[src/rtl/audio_pkg.sv]
// Shared constants and sizing helper for the audio DAC serializer.
package audio_pkg;
  localparam int SAMPLE_W_DEF = 24;
  localparam logic MODE_LJ  = 1'b0;
  localparam logic MODE_I2S = 1'b1;

  // Width of a counter spanning 0..n-1, never less than one bit.
  function automatic int cnt_w(input int n);
    return (n <= 2) ? 1 : $clog2(n);
  endfunction
endpackage

[src/rtl/audio_bclk_div.sv]
// BCLK divider: toggles aud_bclk every BCLK_HALF clk cycles, with rise/fall strobes.
module audio_bclk_div
  import audio_pkg::*;
#(
  parameter int BCLK_HALF = 4
) (
  input  logic clk,
  input  logic reset,
  output logic aud_bclk,
  output logic rise,
  output logic fall
);
  localparam int CW = cnt_w(BCLK_HALF);

  logic [CW-1:0] cnt;
  logic          tc;

  // Strobes mark the cycle whose closing edge performs the toggle.
  assign tc   = (cnt == CW'(BCLK_HALF - 1));
  assign rise = tc && !aud_bclk;
  assign fall = tc && aud_bclk;

  always_ff @(posedge clk) begin
    if (reset) begin
      cnt      <= '0;
      aud_bclk <= 1'b0;
    end else if (tc) begin
      cnt      <= '0;
      aud_bclk <= ~aud_bclk;
    end else begin
      cnt <= cnt + 1'b1;
    end
  end
endmodule

[src/rtl/audio_dac_serializer.sv]
// Mono sample stream to codec DAC serial bus (LJ or I2S), one-entry input buffer.
module audio_dac_serializer
  import audio_pkg::*;
#(
  parameter int SAMPLE_W  = SAMPLE_W_DEF,
  parameter int SLOT_BITS = 32,
  parameter int BCLK_HALF = 4
) (
  input  logic                clk,
  input  logic                reset,
  input  logic                i2s_mode,
  input  logic [SAMPLE_W-1:0] in_sample,
  input  logic                in_valid,
  output logic                in_ready,
  output logic                aud_bclk,
  output logic                aud_daclrck,
  output logic                aud_dacdat,
  output logic                frame_start,
  output logic                underrun
);
  localparam int FRAME_BITS = 2 * SLOT_BITS;
  localparam int IW         = cnt_w(FRAME_BITS);

  logic                rise, fall;
  logic [IW-1:0]       bit_idx, next_idx;
  logic [SAMPLE_W-1:0] buf_q, frame_q, frame_next, shifted;
  logic                buf_valid, mode_q, mode_next, load, xfer, dat_next;
  int                  pos;

  audio_bclk_div #(.BCLK_HALF(BCLK_HALF)) u_div (
    .clk      (clk),
    .reset    (reset),
    .aud_bclk (aud_bclk),
    .rise     (rise),
    .fall     (fall)
  );

  assign load        = fall && (bit_idx == IW'(FRAME_BITS - 1));
  assign in_ready    = !buf_valid || load;
  assign xfer        = in_valid && in_ready;
  assign frame_start = load;
  assign underrun    = load && !buf_valid;

  // Next-bit data is computed from the post-load frame and mode, so the
  // first bit of a new frame already reflects the freshly loaded sample.
  always_comb begin
    next_idx   = (bit_idx == IW'(FRAME_BITS - 1)) ? '0 : bit_idx + 1'b1;
    frame_next = load ? (buf_valid ? buf_q : frame_q) : frame_q;
    mode_next  = load ? i2s_mode : mode_q;
    pos        = int'(next_idx) % SLOT_BITS;
    shifted    = '0;
    dat_next   = 1'b0;
    if (mode_next == MODE_I2S) begin
      if (pos >= 1 && pos <= SAMPLE_W) begin
        shifted  = frame_next << (pos - 1);
        dat_next = shifted[SAMPLE_W-1];
      end
    end else if (pos < SAMPLE_W) begin
      shifted  = frame_next << pos;
      dat_next = shifted[SAMPLE_W-1];
    end
  end

  always_ff @(posedge clk) begin
    if (reset) begin
      bit_idx     <= IW'(FRAME_BITS - 1);
      aud_daclrck <= 1'b1;
      aud_dacdat  <= 1'b0;
      frame_q     <= '0;
      mode_q      <= MODE_LJ;
      buf_q       <= '0;
      buf_valid   <= 1'b0;
    end else begin
      if (fall) begin
        bit_idx     <= next_idx;
        aud_daclrck <= (int'(next_idx) >= SLOT_BITS);
        aud_dacdat  <= dat_next;
        frame_q     <= frame_next;
        mode_q      <= mode_next;
      end
      // A push on the load cycle refills the buffer the load just drained.
      if (xfer) begin
        buf_q     <= in_sample;
        buf_valid <= 1'b1;
      end else if (load) begin
        buf_valid <= 1'b0;
      end
    end
  end
endmodule

[config.mk]
export PLATFORM = sky130hd
export DESIGN_NAME = audio_dac_serializer
export DESIGN_NICKNAME = d
export VERILOG_FILES = /design/src/rtl/audio_pkg.sv /design/src/rtl/audio_bclk_div.sv /design/src/rtl/audio_dac_serializer.sv
export SDC_FILE = /design/constraint.sdc
export NUM_CORES = 1
export LEC_CHECK = 0
export BUFFER_PORTS_ARGS = -buffer_cell sky130_fd_sc_hd__buf_2
export CAP_MARGIN = 25
export CORE_MARGIN = 3
export CORE_UTILIZATION = 58
export DETAILED_ROUTE_END_ITERATION = 16
export GPL_ROUTABILITY_DRIVEN = 0
export GPL_TIMING_DRIVEN = 0
export HOLD_SLACK_MARGIN = 0.05
export PLACE_DENSITY = 0.87
export REMOVE_ABC_BUFFERS = 1
export SLEW_MARGIN = 20
export SYNTH_ARGS = -nofsm -noshare
export SYNTH_HDL_FRONTEND = slang
export SYNTH_SLANG_ARGS = --single-unit
[constraint.sdc]
create_clock -name clk -period 2.6 [get_ports clk]
set_clock_uncertainty 0.05 [all_clocks]
set_input_delay 0.13 -clock clk [delete_from_list [all_inputs] [get_ports clk]]
set_output_delay 0.13 -clock clk [all_outputs]
set_load 0.005 [all_outputs]
**Yosys cells after proc, flatten, opt, wreduce, memory -nomap -nowiden**

Index checks and enable logic that the tools add are counted.

- Memories kept: 0
- Logic and storage cells: 39
- Output and inout port bits: 6
- Memory bits (read-only): 0
- Register bits: 61
- Memory bits (writable): 0
- Latch bits: 0
- Input bits: 28

- Equality and inequality tests: 2
- Bitwise gates (word level): 1
- Reduce and logical (&&, ||, !) cells: 9
- Divide/modulo/power cells: 0
- Multipliers: 0
- Shifts and indexed selects: 2
- Magnitude comparators: 4
- Add/sub/neg operators: 3
- Mux-type cells: 9

Operators with widths:

| operator | number |
|---|---|
| 2-to-1 mux 24 bit | 2 |
| left shift 24 x 32 -> 24 bit | 1 |
| left shift 24 x 5 -> 24 bit | 1 |
| adder 6 x 1 -> 6 bit, second input constant | 1 |
| == test 6 bit, second input constant | 1 |
| greater-or-equal comparator 6 bit, second input constant | 1 |
| 2-to-1 mux 1 bit | 6 |
| 2-to-1 mux 6 bit | 1 |
| subtractor 5 x 1 -> 6 bit, second input constant | 1 |
| greater-or-equal comparator 5 x 1 -> 1 bit, second input constant | 1 |
| <= comparator 5 bit, second input constant | 1 |
| logical AND 1 bit | 5 |
| < comparator 5 bit, second input constant | 1 |
| adder 2 x 1 -> 2 bit, second input constant | 1 |
| == test 2 bit, second input constant | 1 |
| nonzero test 2 bit | 1 |
| OR reduction 2 bit | 1 |
| zero test 1 bit | 1 |
| logical OR 1 bit | 1 |
| inverter 1 bit | 1 |

**Depth between registers and ports, before layout**

- Depth after elaboration: 7
- Mapped depth: 10
- Depth with buffers taken out: 9

**Cells and area by module**

From an unflattened synthesis, not the netlist that was laid out.

- Cell total of the unflattened synthesis: 414
- Area total of the unflattened synthesis: 3,176.8 µm²

Modules (own cells, without submodules):

| module | times used | area an instance (µm²) | cells each | seq. area each (µm²) |
|---|---|---|---|---|
| audio_dac_serializer | 1 | 3,065.4 | 404 | 1,161.1 |
| audio_bclk_div | 1 | 111.4 | 10 | 60.1 |

**Worst setup path before layout**

OpenSTA, ideal clock, no wires.

- Path kind: register to register
- Start: reg bit_idx[0]
- End: reg aud_dacdat
- Period minus slack after synthesis: 2.372 ns
- Library setup time: 0.130 ns
- Path slack: 0.228 ns
- Buffers on the path: 1
- Required time: 2.420 ns
- Cell stages (with the launch flop): 11
- Data arrival time: 2.192 ns
- Cells stage by stage: dfxtp_1 > inv_1 > ha_1 > clkbuf_1 > nand3b_1 > o21ai_1 > a31oi_1 > a31oi_1 > a2111oi_2 > a311oi_1 > o41ai_2

- Word-level cells in the longest chain between the ends: 6
- Elaborated cells on any way between the ends: 16
- Classes of those cells: add/sub: 2; order compare: 3; eq/ne: 1; shift: 2; mux: 6; reduce/logical: 2

Ends and longest elaborated chain:

| element | line | RTL |
|---|---|---|
| start: declaration | audio_dac_serializer.sv:25 | `logic [IW-1:0] bit_idx, next_idx;` |
| start signal: assignment | audio_dac_serializer.sv:66 | `bit_idx <= IW'(FRAME_BITS - 1);` |
| start signal: assignment | audio_dac_serializer.sv:75 | `bit_idx <= next_idx;` |
| adder 6 x 1 -> 6 bit or == test 6 bit (tied branches) | audio_dac_serializer.sv:47 | `next_idx = (bit_idx == IW'(FRAME_BITS - 1)) ? '0 : bit_idx + 1'b1;` |
| 2-to-1 mux 6 bit * | audio_dac_serializer.sv:47 |  |
| net next_idx[1] | audio_dac_serializer.sv:25 |  |
| subtractor 5 x 1 -> 6 bit, or another cell as far along | audio_dac_serializer.sv:55 | `shifted = frame_next << (pos - 1);` |
| left shift 24 x 32 -> 24 bit or logical AND 1 bit (tied branches) | audio_dac_serializer.sv:55, audio_dac_serializer.sv:54 |  |
| 2-to-1 mux 1 bit | audio_dac_serializer.sv:54 | `if (pos >= 1 && pos <= SAMPLE_W) begin` |
| 2-to-1 mux 1 bit * | audio_dac_serializer.sv:53 | `if (mode_next == MODE_I2S) begin` |
| end signal: assignment | audio_dac_serializer.sv:77 | `aud_dacdat <= dat_next;` |
| end: declaration | audio_dac_serializer.sv:17 | `output logic aud_dacdat,` |

Mark *: on every way through the listed nets, which the timed path passes. The rest lies on a longest branch.
A chain may end at the register's enable or synchronous reset.

**Worst setup path after layout**

Same ends and word-level chain as after synthesis.

==> impl_metrics.py <==
metrics = {
    "worst_hold_path": {
        "worst_hold_path_type": "in2reg",
        "hp-start": "reset",
        "hold_depth": 2,
        "holdPathEnd": "frame_q[22]",
    },
    "setup_path": {
        "cp_max_fo": 10,
        "cp.buffers_inverters": 2,
        "crit_type": "reg2reg",
        "cp_top_family": "compound AO/OA/AOI/OAI gates",
        "r2r_end": "aud_dacdat",
        "worstPathArrival_ns": 2.85,
        "reg2reg_depth": 10,
        "cp.required_ns": 2.81,
        "end_kind": "flop",
        "max_stage_delay_ns": 0.44,
        "path_cells": "clkinvlp_4 -> ha_4 -> nand3b_1 -> o21ai_4 -> buf_4 -> a31oi_1 -> o31ai_1 -> o311ai_1 -> nand4_1 -> o41ai_2",
        "start_kind": "flop",
        "crit_slowest_cell": "dfxtp_4",
        "rrSetupSlack_ns": -0.04,
        "reg2reg_from": "bit_idx[0]",
    },
    "logic_synthesis": {
        "synth_area_sq_um": 3174,
        "synth_top_flop_cell": "dfxtp_1",
        "synth_edf_count": 0,
        "syn_avg_cell_area_sq_um": 7.799,
        "synth_seq_cells": 61,
        "yosysWarnings": 0,
        "ys_types": 58,
        "async_flop_share_pct": 0,
        "syn_inst": 407,
        "seq_area_frac_synth_pct": 38.47,
    },
    "final_layout": {
        "final_cell_mix": "nand2_1 (89), dfxtp_1 (58), a21oi_1 (52)",
        "drive_gt1_share_pct": 21.55,
        "final_common_cell": "nand2_1",
        "diodes": 0,
        "syn_to_final_growth_pct": 27.59,
        "final_net_count": 505,
        "fillers": 349,
        "fin_area_sq_um": 4050,
    },
    "clock_network": {
        "numClockSinks": 61,
        "cts_tree": "yes",
        "htreeDepth": 3,
        "insertion_delay_ns": 0.35,
        "cts.reportedPaths.clkPinSlew_ns": 0.06,
        "cts_root_buffer": "clkbuf_8",
        "cts_buffers": 9,
        "cts_buffer_depth": 2,
    },
    "timing": {
        "fin_tns_setup_ns": -0.03888,
        "max_slew.worst_pin.slew_ns": 0.6358,
        "layout_setup_ws_ns": -0.03888,
        "period_needed_ns": 2.639,
        "fin_crit_sh_pct": 101.5,
        "drv_slew": 0,
        "max-slew-margin-rel_pct": 57.61,
        "setup_viol": 1,
        "finalHoldViolCount": 0,
        "holdWs_ns": 0.2319,
        "max_freq_mhz": 378.9,
    },
    "placed_design": {
        "dpl.hpwl_um": 5023,
        "port_buffers": 33,
        "dpl_worst_slack_ns": -0.9898,
        "place_area_sq_um": 3267,
    },
    "pwr": {
        "p_leak_nw": 1.566,
        "switchingPower_mw": 0.4958,
        "combPwrFrac_pct": 10.5,
        "pwr-share-clk_pct": 39.0,
        "seqPwrFrac_pct": 50.5,
        "power_mw": 1.947,
        "powerDensity_nw_per_um2": 480.6,
        "p_int_mw": 1.451,
        "ir_drop_v": 0.0005560,
        "switching_share_pct": 25.47,
    },
    "grt": {
        "antenna_found_initial": 0,
        "grt_pass1_wl_um": 14890,
        "grtUsageTotal_pct": 29.90,
        "grt_max_degree": 63,
        "grt-ovfl-total": 0,
        "first_global_vias": 3222,
    },
    "floorplanning": {
        "die_y_um": 79.98,
        "num_rows": 26,
        "initial_core_util_pct": 60.99,
        "dieArea_sq_um": 6397,
        "dieWidth_um": 79.98,
        "pin_count": 34,
        "core_region_area_sq_um": 5205,
    },
    "routing": {
        "wl_um": 10170,
        "first_iter_violations": 774,
        "antenna_left": 0,
        "wl_per_cell_um": 18.56,
        "vias_per_cell": 6.454,
        "drc_errors": 0,
        "vias": 3537,
        "dr.pass1.iters": 7,
    },
    "status": {
        "status": "complete, but fails checks",
        "failed_checks": "negative setup slack",
    },
    "flow_run": {
        "cap_violations": 0,
    },
}
-- kinds of logic (layout without fill, tap and decap cells) --
family	count (synthesis)	count (layout)	share of synthesized area, %
and+or+nand+nor	165	166	23.93
AOI/OAI and AO/OA	118	118	23.73
DFF	61	61	38.47
buffers and inverters	38	108	5.991
muxes	11	11	3.548
xor gates and xnor gates	10	10	2.759
adders and majority gates	4	4	1.577
-- per-layer routing --
metal  wire length, um  global-route usage (%)
met3              1321                   7.788
met5                 0                       0
met4               671                   17.57
met2              4543                   46.61
met1              3634                   36.91
-- registers in the layout (all words and copies together), names as in the netlist --
name            cells
buf_q              24
frame_q            24
bit_idx             6
u_div.cnt           2
aud_dacdat          1
aud_daclrck         1
buf_valid           1
mode_q              1
u_div.aud_bclk      1
-- stage by stage --
stage	utilization [%]	std cells
detailed placement	62.76	480
floorplan	-	377
global route	77.81	548
CTS	74.13	531
finish	77.81	548
global placement	62.76	480
-- Yosys cell counts (all sizes together), types with 2 or more instances --
| cell type | number | area (sq um) |
|---|---|---|
| a311oi | 2 | 17.52 |
| a211oi | 3 | 22.52 |
| or3 | 3 | 18.77 |
| a211o | 3 | 26.28 |
| mux2i | 9 | 90.09 |
| and4 | 2 | 17.52 |
| nor3 | 9 | 45.04 |
| clkbuf | 14 | 52.55 |
| a31oi | 8 | 50.05 |
| o2111ai | 2 | 17.52 |
| o211ai | 3 | 22.52 |
| nand3 | 13 | 70.07 |
| a2111oi | 2 | 23.77 |
| and2 | 4 | 25.02 |
| o21ai | 19 | 98.85 |
| ha | 4 | 50.05 |
| xor2 | 4 | 35.03 |
| xnor2 | 6 | 52.55 |
| buf | 16 | 107.6 |
| a311o | 2 | 20.02 |
| nand4 | 4 | 40.04 |
| a21oi | 53 | 269.0 |
| nor3b | 2 | 15.01 |
| dfxtp | 61 | 1221 |
| mux2 | 2 | 22.52 |
| a221o | 2 | 20.02 |
| nor2 | 25 | 98.84 |
| a221oi | 4 | 35.03 |
| o31ai | 5 | 37.54 |
| inv | 8 | 30.03 |
| nand2 | 91 | 344.1 |
| and3 | 3 | 23.77 |
| nor2b | 5 | 31.28 |
-- what timing repair did --
| item | in CTS | in global routing |
|---|---|---|
| hold endpoints to repair | 26 | 0 |
| hold buffers | 26 | 0 |
| pin swaps | 4 | 3 |
| gates cloned | 1 | 0 |
| setup buffers | 8 | 17 |
| resized for setup | 19 | 17 |
| endpoints found under the setup margin | 37 | 25 |
-- how the worst max path moves through the flow --
stage | from | endpoint | slack (ns) | depth (start not counted)
after floorplan | bit_idx[0] | aud_dacdat | -0.29 | 8
after global placement | bit_idx[0] | aud_dacdat | -0.89 | 9
after detailed placement | bit_idx[0] | buf_q[15] | -0.99 | 8
after CTS | bit_idx[1] | aud_dacdat | 0.02 | 9
after global routing | bit_idx[0] | aud_dacdat | -0.11 | 10
final | bit_idx[0] | aud_dacdat | -0.04 | 10
-- power by group through the flow --
stage	sequential, mW	combinational (mW)	clock [mW]
floorplan	0.999	0.0831	0
global placement	1.00	0.134	0
detailed placement	1.00	0.140	0
CTS	0.983	0.180	0.750
global route	0.987	0.223	0.804
finish	0.984	0.205	0.758
-- layout make-up --
type	instances	area [sq um]	share of cell area, %
well taps	70	87.58	2.162
clock inverters	1	5.005	0.1236
clock buffers	15	166.4	4.109
inverters	8	33.78	0.8341
repair buffers	84	625.6	15.45
flip-flops and latches	61	1230	30.37
multi-input cells	309	1902	46.96
Power figures use the tool's default switching activity.
